File: config.mk
export PLATFORM = sky130hd
export DESIGN_NAME = ecc_scrub_ctrl
export DESIGN_NICKNAME = d
export VERILOG_FILES = /design/src/rtl/ecc_scrub_pkg.sv /design/src/rtl/ecc_sat_cnt.sv /design/src/rtl/ecc_scrub_ctrl.sv
export SDC_FILE = /design/constraint.sdc
export NUM_CORES = 1
export LEC_CHECK = 0
export ABC_AREA = 1
export BUFFER_PORTS_ARGS = -buffer_cell sky130_fd_sc_hd__buf_2
export CAP_MARGIN = 20
export CORE_AREA = 2 2 197 199
export DETAILED_ROUTE_END_ITERATION = 7
export DIE_AREA = 0 0 199 201
export SLEW_MARGIN = 5
export SYNTH_ARGS = -nofsm -noshare
export SYNTH_HDL_FRONTEND = slang
export SYNTH_HIERARCHICAL = 1
export SYNTH_SLANG_ARGS = --single-unit
File: constraint.sdc
create_clock -name clk -period 2.1 [get_ports clk]
set_input_delay 0.315 -clock clk [delete_from_list [all_inputs] [get_ports clk]]
set_output_delay 0.315 -clock clk [all_outputs]
set_load 0.005 [all_outputs]
File: src/rtl/ecc_scrub_pkg.sv
// Shared definitions for the ECC scrubber slice.
//   DATA_W / ECC_W : SECDED word geometry (64 data + 8 check bits)
//   CNT_W          : width of the SBE/DBE event counters
//   state_e        : scrubber FSM state encoding
package ecc_scrub_pkg;
  localparam int unsigned DATA_W = 64;
  localparam int unsigned ECC_W  = 8;
  localparam int unsigned CNT_W  = 16;

  typedef enum logic [2:0] {
    IDLE, GAP, RD, CHK, DEC, ENC, WR, NEXT
  } state_e;
endpackage

File: src/rtl/ecc_sat_cnt.sv
// Saturating incrementer: counts inc_i pulses and holds at all-ones.
//   clk, rstn : clock, async active-low reset
//   inc_i     : increment request (one count per cycle)
//   cnt_o     : current count
module ecc_sat_cnt
  import ecc_scrub_pkg::*;
#(
  parameter int unsigned W = CNT_W
) (
  input  logic         clk,
  input  logic         rstn,
  input  logic         inc_i,
  output logic [W-1:0] cnt_o
);
  logic [W-1:0] cnt_q, cnt_d;

  always_comb begin
    cnt_d = cnt_q;
    if (inc_i && (cnt_q != '1)) cnt_d = cnt_q + 1'b1;
  end

  always_ff @(posedge clk or negedge rstn) begin
    if (!rstn) cnt_q <= '0;
    else       cnt_q <= cnt_d;
  end

  assign cnt_o = cnt_q;
endmodule

File: src/rtl/ecc_scrub_ctrl.sv
// Background scrubber for a 64b+8b SECDED SRAM. Walks addresses 0..DEPTH-1,
// reads each word, hands it to an external decoder and, on a single-bit
// error, re-encodes the corrected word via the shared registered encoder and
// writes it back. The host always owns the SRAM port when host_busy is high.
// Ports:
//   clk, rstn            clock, async active-low reset
//   scrub_en, interval   enable level, idle cycles before each scrub read
//   host_busy/we/addr    host activity on the shared SRAM port
//   mem_*                scrubber SRAM request, address, writeback, read data
//   dec_*                decoder input (captured read word) and results
//   enc_*                shared encoder input and registered outputs
//   sbe_cnt, dbe_cnt     saturating error counters
//   dbe_addr, pass_done  last DBE address, pulse on DEPTH-1 -> 0 wrap
// Build option ECC_SCRUB_IRQ_EN adds irq (sticky on DBE) and irq_clr.
module ecc_scrub_ctrl
  import ecc_scrub_pkg::*;
#(
  parameter int unsigned ADDR_W     = 10,
  parameter int unsigned DEPTH      = 1024,
  parameter int unsigned INTERVAL_W = 16
) (
  input  logic                  clk,
  input  logic                  rstn,
  input  logic                  scrub_en,
  input  logic [INTERVAL_W-1:0] interval,
  input  logic                  host_busy,
  input  logic                  host_we,
  input  logic [ADDR_W-1:0]     host_addr,
  output logic                  mem_req,
  output logic                  mem_we,
  output logic [ADDR_W-1:0]     mem_addr,
  output logic [DATA_W-1:0]     mem_wdata,
  output logic [ECC_W-1:0]      mem_wecc,
  input  logic [DATA_W-1:0]     mem_rdata,
  input  logic [ECC_W-1:0]      mem_recc,
  output logic [DATA_W-1:0]     dec_data,
  output logic [ECC_W-1:0]      dec_ecc,
  input  logic                  dec_sbe,
  input  logic                  dec_dbe,
  input  logic [DATA_W-1:0]     dec_corr,
  output logic [DATA_W-1:0]     enc_din,
  input  logic [DATA_W-1:0]     enc_dout,
  input  logic [ECC_W-1:0]      enc_ecc,
  output logic [CNT_W-1:0]      sbe_cnt,
  output logic [CNT_W-1:0]      dbe_cnt,
  output logic [ADDR_W-1:0]     dbe_addr,
  output logic                  pass_done
`ifdef ECC_SCRUB_IRQ_EN
  ,
  output logic                  irq,
  input  logic                  irq_clr
`endif
);
  localparam logic [ADDR_W-1:0] LAST_ADDR = ADDR_W'(DEPTH - 1);

  state_e                  state_q;
  logic [ADDR_W-1:0]       addr_q;
  logic [INTERVAL_W-1:0]   gap_q;
  logic [DATA_W-1:0]       dec_data_q, enc_din_q, wdata_q;
  logic [ECC_W-1:0]        dec_ecc_q, wecc_q;
  logic [ADDR_W-1:0]       dbe_addr_q;
  logic                    pass_done_q;
  logic                    cancel_q;
  logic                    enc_wait_q;

  logic host_hit, sbe_inc, dbe_inc;

  // A host write to the word being scrubbed makes the pending writeback stale.
  assign host_hit = host_busy && host_we && (host_addr == addr_q);

  assign mem_req = ((state_q == RD) || (state_q == WR)) && !host_busy;
  assign mem_we  = (state_q == WR) && !host_busy;

  // DBE dominates: a word flagged both ways counts only as a DBE.
  assign dbe_inc = (state_q == DEC) && dec_dbe;
  assign sbe_inc = (state_q == DEC) && dec_sbe && !dec_dbe;

  always_ff @(posedge clk or negedge rstn) begin
    if (!rstn) begin
      state_q     <= IDLE;
      addr_q      <= '0;
      gap_q       <= '0;
      dec_data_q  <= '0;
      dec_ecc_q   <= '0;
      enc_din_q   <= '0;
      wdata_q     <= '0;
      wecc_q      <= '0;
      dbe_addr_q  <= '0;
      pass_done_q <= 1'b0;
      cancel_q    <= 1'b0;
      enc_wait_q  <= 1'b0;
    end else begin
      pass_done_q <= 1'b0;
      case (state_q)
        IDLE: begin
          if (scrub_en) begin
            if (interval == '0) state_q <= RD;
            else begin
              gap_q   <= interval;
              state_q <= GAP;
            end
          end
        end
        GAP: begin
          if (!scrub_en) begin
            gap_q   <= '0;
            state_q <= IDLE;
          end else begin
            gap_q <= gap_q - 1'b1;
            if (gap_q == INTERVAL_W'(1)) state_q <= RD;
          end
        end
        RD: begin
          if (!host_busy) state_q <= CHK;
        end
        CHK: begin
          dec_data_q <= mem_rdata;
          dec_ecc_q  <= mem_recc;
          cancel_q   <= host_hit;
          state_q    <= DEC;
        end
        DEC: begin
          cancel_q <= 1'b0;
          if (dec_dbe) begin
            dbe_addr_q <= addr_q;
            state_q    <= NEXT;
          end else if (dec_sbe && !(cancel_q || host_hit)) begin
            enc_din_q  <= dec_corr;
            enc_wait_q <= 1'b0;
            state_q    <= ENC;
          end else begin
            state_q <= NEXT;
          end
        end
        ENC: begin
          // First cycle presents enc_din; encoder output is valid on the second.
          if (host_hit) begin
            enc_wait_q <= 1'b0;
            state_q    <= NEXT;
          end else if (!enc_wait_q) begin
            enc_wait_q <= 1'b1;
          end else begin
            wdata_q    <= enc_dout;
            wecc_q     <= enc_ecc;
            enc_wait_q <= 1'b0;
            state_q    <= WR;
          end
        end
        WR: begin
          // host_hit implies host_busy, so no write issues on a cancel.
          if (host_hit || !host_busy) state_q <= NEXT;
        end
        NEXT: begin
          if (addr_q == LAST_ADDR) begin
            addr_q      <= '0;
            pass_done_q <= 1'b1;
          end else begin
            addr_q <= addr_q + 1'b1;
          end
          if (!scrub_en) state_q <= IDLE;
          else if (interval == '0) state_q <= RD;
          else begin
            gap_q   <= interval;
            state_q <= GAP;
          end
        end
        default: state_q <= IDLE;
      endcase
    end
  end

  ecc_sat_cnt #(.W(CNT_W)) u_sbe_cnt (
    .clk   (clk),
    .rstn  (rstn),
    .inc_i (sbe_inc),
    .cnt_o (sbe_cnt)
  );

  ecc_sat_cnt #(.W(CNT_W)) u_dbe_cnt (
    .clk   (clk),
    .rstn  (rstn),
    .inc_i (dbe_inc),
    .cnt_o (dbe_cnt)
  );

`ifdef ECC_SCRUB_IRQ_EN
  logic irq_q;
  always_ff @(posedge clk or negedge rstn) begin
    if (!rstn)        irq_q <= 1'b0;
    else if (dbe_inc) irq_q <= 1'b1;
    else if (irq_clr) irq_q <= 1'b0;
  end
  assign irq = irq_q;
`endif

  assign mem_addr  = addr_q;
  assign mem_wdata = wdata_q;
  assign mem_wecc  = wecc_q;
  assign dec_data  = dec_data_q;
  assign dec_ecc   = dec_ecc_q;
  assign enc_din   = enc_din_q;
  assign dbe_addr  = dbe_addr_q;
  assign pass_done = pass_done_q;
endmodule

==> results of run 1 <==
==> cells by family (layout without fill, tap and decap cells) <==
family	count (synthesis)	in the layout
flip-flops	282	282
buffers and inverters	280	941
AND/OR/NAND/NOR	767	769
adder cells (fa/ha/maj)	5	5
AO/OA/AOI/OAI	215	215
XOR/XNOR	20	20
other	0	4
==> flip-flops by register name, indices dropped and copies added (netlist names) <==
register         cells
dec_data            64
pass_done            1
u_dbe_cnt/cnt_o     16
mem_wdata           64
dbe_addr            10
mem_addr            10
gap_q               16
enc_din             64
mem_wecc             8
enc_wait_q           1
u_sbe_cnt/cnt_o     16
state_q              3
cancel_q             1
dec_ecc              8
==> worst paths after layout <==
kind | startpoint | to | depth (start not counted)
max | state_q[0] | mem_we | 4
min | dec_corr[30] | enc_din[30] | 3
max reg2reg | state_q[1] | u_dbe_cnt/cnt_o[15] | 13
min reg2reg | dec_data[7] | dec_data[7] | 2
max in group asynchronous | rstn | mem_wdata[6] | 3
min in group asynchronous | rstn | dec_ecc[5] | 2
==> cells in the final DEF (no fill, tap or decap), types with 2 or more instances in the layout <==
cell	Yosys	layout
nand2_1	586	586
buf_2	15	502
dfrtp_1	282	281
inv_1	217	216
dlygate4sd3_1	0	118
o21ai_0	115	115
nor2_1	81	80
o21ai_1	66	66
nand3_1	43	43
clkbuf_16	0	35
buf_4	5	29
nand4_1	13	13
xnor2_1	13	13
a21oi_1	12	12
inv_2	9	10
nand2_2	10	9
nor2_4	9	9
buf_12	0	9
nor3_1	9	8
nor2_2	7	8
xor2_1	7	7
clkbuf_8	0	6
ha_1	5	5
clkbuf_1	17	5
diode_2	0	4
a31oi_1	4	4
o22ai_1	4	4
o21ai_2	4	4
a22oi_1	3	3
nand3_2	1	3
nand4_4	2	3
clkinv_2	0	3
a32oi_1	2	2
a211oi_1	2	2
clkinv_8	0	2
clkinv_4	0	2
clkinvlp_4	0	2
==> Yosys cell counts, types with 2 or more instances <==
cell type | count | area [sq um]
inv_2 | 9 | 33.8
a32oi_1 | 2 | 17.5
xor2_1 | 7 | 61.3
o21ai_2 | 4 | 35.0
a211oi_1 | 2 | 15.0
dfrtp_1 | 282 | 7060
buf_6 | 17 | 191
xnor2_1 | 13 | 114
a22oi_1 | 3 | 22.5
nand4_1 | 13 | 81.3
nand4_4 | 2 | 42.5
o21ai_0 | 115 | 576
nor2_2 | 7 | 43.8
nand2_1 | 586 | 2200
buf_2 | 15 | 75.1
nand3_1 | 43 | 215
nor2_1 | 81 | 304
nand2_2 | 10 | 62.6
inv_1 | 217 | 815
nor3_1 | 9 | 45.0
a31oi_1 | 4 | 25.0
nor2_4 | 9 | 101
o22ai_1 | 4 | 25.0
a21oi_1 | 12 | 60.1
o21ai_1 | 66 | 330
clkbuf_1 | 17 | 63.8
buf_4 | 5 | 37.5
ha_1 | 5 | 62.6
==> repair_timing <==
item,CTS,global route
resized for setup,0,5
hold buffers,118,0
endpoints found under the setup margin,0,23
setup buffers,0,6
endpoints found under the hold margin,146,0
==> power by group <==
group | internal, W | switching, W | total (W)
clock network | 0.00327 | 0.00233 | 0.00559
registers | 0.00778 | 0.00148 | 0.00926
logic | 0.00354 | 0.00463 | 0.00817
==> layer usage <==
| metal | global-route usage, % | vias up | routed length [um] |
|---|---|---|---|
| li1 | - | 6130 | - |
| met1 | 24.7 | 5719 | 17400 |
| met2 | 33.9 | 441 | 19700 |
| met3 | 5.38 | 89 | 3200 |
| met4 | 8.58 | 4 | 1280 |
| met5 | 0 | - | 27 |
==> layout make-up <==
class	instances	area (sq um)
clock buffers	46	977
inverters	226	848
fillers	3655	19800
repair buffers	660	4120
multi-input cells	1009	4570
flip-flops and latches	282	7060
diodes	4	10.0
well taps	518	648
clock inverters	9	80.1
==> worst max-delay path, delay by kind of cell (launching register included) <==
kind                   cells  cell delay (ns)
DFF                        1             0.46
and+or+nand+nor            3             0.51
buffers and inverters      1             0.14
==> stage by stage <==
step,total power (W),cells,hold WS (ns),instance area (sq um)
floorplan,0.0132,1569,0.0194,12800
global placement,0.0170,2569,0.235,16000
detailed placement,0.0173,2569,0.239,16000
CTS,0.0232,2742,0.0000742,18200
global route,0.0249,2752,0.0144,18300
finish,0.0230,2754,0.0314,18300
==> out/qor.txt, run 1 <==
Outcome: finished clean
Initial drt markers: 623
Slowest-stage cell, CP: dfrtp_1
XOR/XNOR share of the synthesized area: 1.37%
Ys async rst share: 100%
Post-synth cell types: 38
Starting Density: 33.6%
Buffers on Ports: 503
Routed length per instance: 15.1 um
Placer Congestion: 0.940
Mux share of post-synthesis cell area: 0%
Pre-CTS setup slack: 0.150 ns
Die width: 199 um
Max Freq: 0.515 GHz
Clock transition at path regs: 0.06 ns
Hold WC Path Type: input pin to register
Synthesis-to-layout area growth: 43.0%
Clk sinks: 282
Die ar.: 40000 sq um
VDD IR max: 0.000868 V
Worst path arrival time: 1.63 ns
Dpl hpwl: 30.5 mm
Chip height: 201 um
CP Data Required Time: 1.78 ns
Simple-gate area share of the yosys netlist: 24.7%
Routed vias: 12400
Leakage power: 10.2 nW
Compound-Gate Fraction of Synth Area: 8.82%
Cell count after synthesis: 1569
Clk_skew: 0.0262 ns
Cts bufs inserted: 34
Worst setup margin: 0.160 ns
Largest family of logic cells by synthesized area: simple AND/OR/NAND/NOR gates
CORE AREA: 38100 sq um
Via-per-instance ratio: 4.50
Finished Core Util: 48.0%
Synthesized Nets: 1815
Crit share post-route: 92.4%
Syn Area/Cell: 8.16 sq um
Tmin final: 1.94 ns
Clk_lat worst skew: 0.53 ns
Setup Viol. Count Final: 0
Drt first pass iters: 5
Routed Antenna Nets: 0
Cell Area, Synth: 12800 sq um
Worst-path cell chain: nor2_1 -> nand2_1 -> nor2_1 -> buf_2
Adder-cell share of the synthesized area: 0.489%
Gr usage total: 20.3%
Largest net degree at the start of global routing: 75
CP startpoint kind: register
Max clock buf depth: 3
Share of layout cells above drive strength 1: 28.8%
Worst-Margin Slew: 0.781 ns
CP endpoint kind: primary output
CTS root buf: clkbuf_16
Max-cap viol count: 0
TritonCTS clock tree: done
Register area share after synthesis: 55.1%
Synthesized flop and latch total: 282
Crit path largest cell delay: 0.46 ns
Setup TNS: 0 ns
First-pass GRT wire length: 64.5 mm
RSZ-0062 raised after global routing: no
Primary FF master, synth: dfrtp_1
Flop2flop setup slack: 0.21 ns
Synth warn: 6
Number of synthesized flops with an enable pin: 0
Final WL: 41.6 mm
CP max FO: 7
Final Hold Vio Count: 0
Power per cell area: 1260 nW/um^2
Final Net Count: 2459
CP most frequent cell: nor2_1
Overflow after GRT: 0
Worst Path Class, Setup: register to primary output
Num rows: 72
Drc violations: 0
Slew headroom: 47.9%
IO Count: 504
H-tree Lvls: 2
Number of global-route vias before repair: 12100
Max-slew violation count: 0
Initial antenna violation count: 5
No activity file was read; power rests on OpenSTA's default activity.
==> run 2: changes to the inputs <==
--- a/config.mk
+++ b/config.mk
@@ -8,11 +8,10 @@
 export ABC_AREA = 1
 export BUFFER_PORTS_ARGS = -buffer_cell sky130_fd_sc_hd__buf_2
 export CAP_MARGIN = 20
-export CORE_AREA = 2 2 197 199
+export CORE_AREA = 2 2 194 196
 export DETAILED_ROUTE_END_ITERATION = 7
-export DIE_AREA = 0 0 199 201
+export DIE_AREA = 0 0 196 198
 export SLEW_MARGIN = 5
 export SYNTH_ARGS = -nofsm -noshare
 export SYNTH_HDL_FRONTEND = slang
-export SYNTH_HIERARCHICAL = 1
 export SYNTH_SLANG_ARGS = --single-unit
==> run 2 against run 1 <==
Net effect: combinational power down 5.4%; first-iteration DRC count down 13%; critical endpoint unchanged; setup slack got worse by 0.042 ns.
==> out/qor.txt, run 2 <==
CP startpoint kind: register
Setup TNS: 0 ns
CORE AREA: 37000 sq um
Slowest-stage cell, CP: dfrtp_1
Ys async rst share: 100%
Clk_lat worst skew: 0.53 ns
Placer Congestion: 0.895
Number of global-route vias before repair: 10800
Slew headroom: 65.8%
Worst setup margin: 0.118 ns
Cell family with most CP delay: flip-flops
Routed Antenna Nets: 0
RSZ-0062 raised after global routing: no
H-tree Lvls: 2
Most common cell after layout, fill and taps aside: buf_2
Final WL: 37.0 mm
CTS root buf: clkbuf_16
Post-synth cell types: 44
Number of synthesized flops with an enable pin: 0
XOR/XNOR share of the synthesized area: 2.39%
Num rows: 71
Post-synth top area share: 56.5%
Compound-Gate Fraction of Synth Area: 8.60%
Routed vias: 10900
Worst Path Class, Setup: register to primary output
Largest area contributor in the netlist: dfrtp_1
Pre-CTS setup slack: 0.256 ns
Initial drt markers: 545
Dpl hpwl: 27.4 mm
Gr usage total: 18.5%
First-pass GRT wire length: 56.9 mm
Max clock buf depth: 3
Power per cell area: 1300 nW/um^2
Simple-gate area share of the yosys netlist: 15.9%
Synth warn: 0
Drc violations: 0
Hold WC Path Type: input pin to register
CP max FO: 7
Cts bufs inserted: 34
Worst path arrival time: 1.67 ns
Cell Area, Synth: 12500 sq um
Crit share post-route: 94.4%
Clk sinks: 282
Worst-path cell chain: nor2_2 -> nand2_1 -> nor2_1 -> buf_2
Die width: 196 um
Synth area leaders: dfrtp_1 57%, nand2_1 8.3%, mux2_2 6.5%
Hold path cells: 2
Initial antenna violation count: 3
Setup Viol. Count Final: 0
Crit path largest cell delay: 0.51 ns
TritonCTS clock tree: done
Share of layout cells above drive strength 1: 36.4%
Largest family of logic cells by synthesized area: simple AND/OR/NAND/NOR gates
Commonest non-fill, non-tap cells in the layout: 502 x buf_2, 281 x dfrtp_1, 276 x nand2_1
Largest net degree at the start of global routing: 69
Finished Core Util: 47.8%
Mux share of post-synthesis cell area: 6.49%
Primary FF master, synth: dfrtp_1
Buffers on Ports: 503
R2R depth: 12
Final Hold Vio Count: 0
Tmin final: 1.98 ns
Overflow after GRT: 0
Clock transition at path regs: 0.06 ns
Most instantiated cells after synthesis: 282 x dfrtp_1, 276 x nand2_1, 206 x inv_1
Synthesized flop and latch total: 282
CP endpoint kind: primary output
CP bufs+invs: 1
Starting Density: 33.8%
WP depth: 4
Cell Count Post-Placement: 2263
Worst-Margin Slew: 0.512 ns
Synthesized Nets: 1551
Leakage power: 9.63 nW
Max-slew violation count: 0
Postcts setup bufs: 0
Via-per-instance ratio: 4.49
CP Data Required Time: 1.78 ns
Max-cap viol count: 0
# fillers: 3454
Adder-cell share of the synthesized area: 0.501%
Die ar.: 38800 sq um
Register area share after synthesis: 56.5%
Outcome: finished clean
IO Count: 504
WHS: 0.0259 ns
Final Net Count: 2163
Chip height: 198 um
Cell count after synthesis: 1305
Syn Area/Cell: 9.57 sq um
Max Freq: 0.505 GHz
Drt first pass iters: 4
Most common cell in the netlist: dfrtp_1
VDD IR max: 0.000804 V
Routed length per instance: 15.3 um
Clk_skew: 0.0214 ns
Final non-filler cell total: 2418
Synthesis-to-layout area growth: 41.6%
[run 2: layer usage]
metal / vias to the layer above / share of wire (%) / global-route usage (%)
met5: - / 0.070 / 0
met3: 102 / 6.0 / 4.33
met1: 5062 / 42 / 23.4
met2: 343 / 48 / 30.0
li1: 5345 / - / -
met4: 4 / 4.2 / 8.84
[run 2: worst paths after layout]
kind | to | slack [ns] | start
worst min-delay path | dec_data[21] | 0.03 | mem_rdata[21]
worst max-delay path | mem_we | 0.12 | state_q[0]
worst min register to register | mem_wecc[5] | 0.48 | mem_wecc[5]
min in group asynchronous | u_dbe_cnt.cnt_o[5] | 0.34 | rstn
max in group asynchronous | state_q[1] | 1.03 | rstn
worst max register to register | u_dbe_cnt.cnt_o[10] | 0.25 | u_dbe_cnt.cnt_o[0]
[run 2: cell families (layout without fill, tap and decap cells)]
family,count (synthesis),count (layout)
adders and majority gates,5,5
buffers and inverters,263,901
xor gates and xnor gates,34,34
and+or+nand+nor,445,445
other,0,1
DFF,282,282
AOI/OAI and AO/OA,204,204
muxes,72,72
[run 2: power breakdown]
part | total [W] | internal (W) | switching [W]
Clock | 0.00613 | 0.00380 | 0.00232
Sequential | 0.00913 | 0.00772 | 0.00142
Combinational | 0.00773 | 0.00375 | 0.00398
Total | 0.0230 | 0.0153 | 0.00772
[run 2: metrics by stage]
stage                     area (sq um)  power, W
after global placement           15600    0.0166
after floorplan                  12500    0.0131
after detailed placement         15600    0.0168
after global routing             17700    0.0246
final                            17700    0.0230
after CTS                        17700    0.0232
[run 2: worst reg2reg max path: cells and delay by family (launching register included)]
kind	cells	cell delay [ns]
adder cells (fa/ha/maj)	1	0.21
flip-flops	1	0.43
buffers and inverters	2	0.14
AND/OR/NAND/NOR	8	0.66
AO/OA/AOI/OAI	1	0.29
[run 2: final cells by class]
type,count,area (sq um),share of cell area [%]
diodes,1,2.50,0.0142
well taps,474,593,3.36
repair buffers,620,3750,21.2
multi-input cells,760,4260,24.1
flip-flops and latches,282,7060,39.9
clock inverters,9,100,0.566
clock buffers,53,1090,6.15
inverters,219,827,4.68
[run 2: repair_timing]
item,4_1_cts,5_1_grt
hold endpoints to repair,137,0
endpoints found under the setup margin,2,2
hold buffers,92,0
resized for setup,1,1
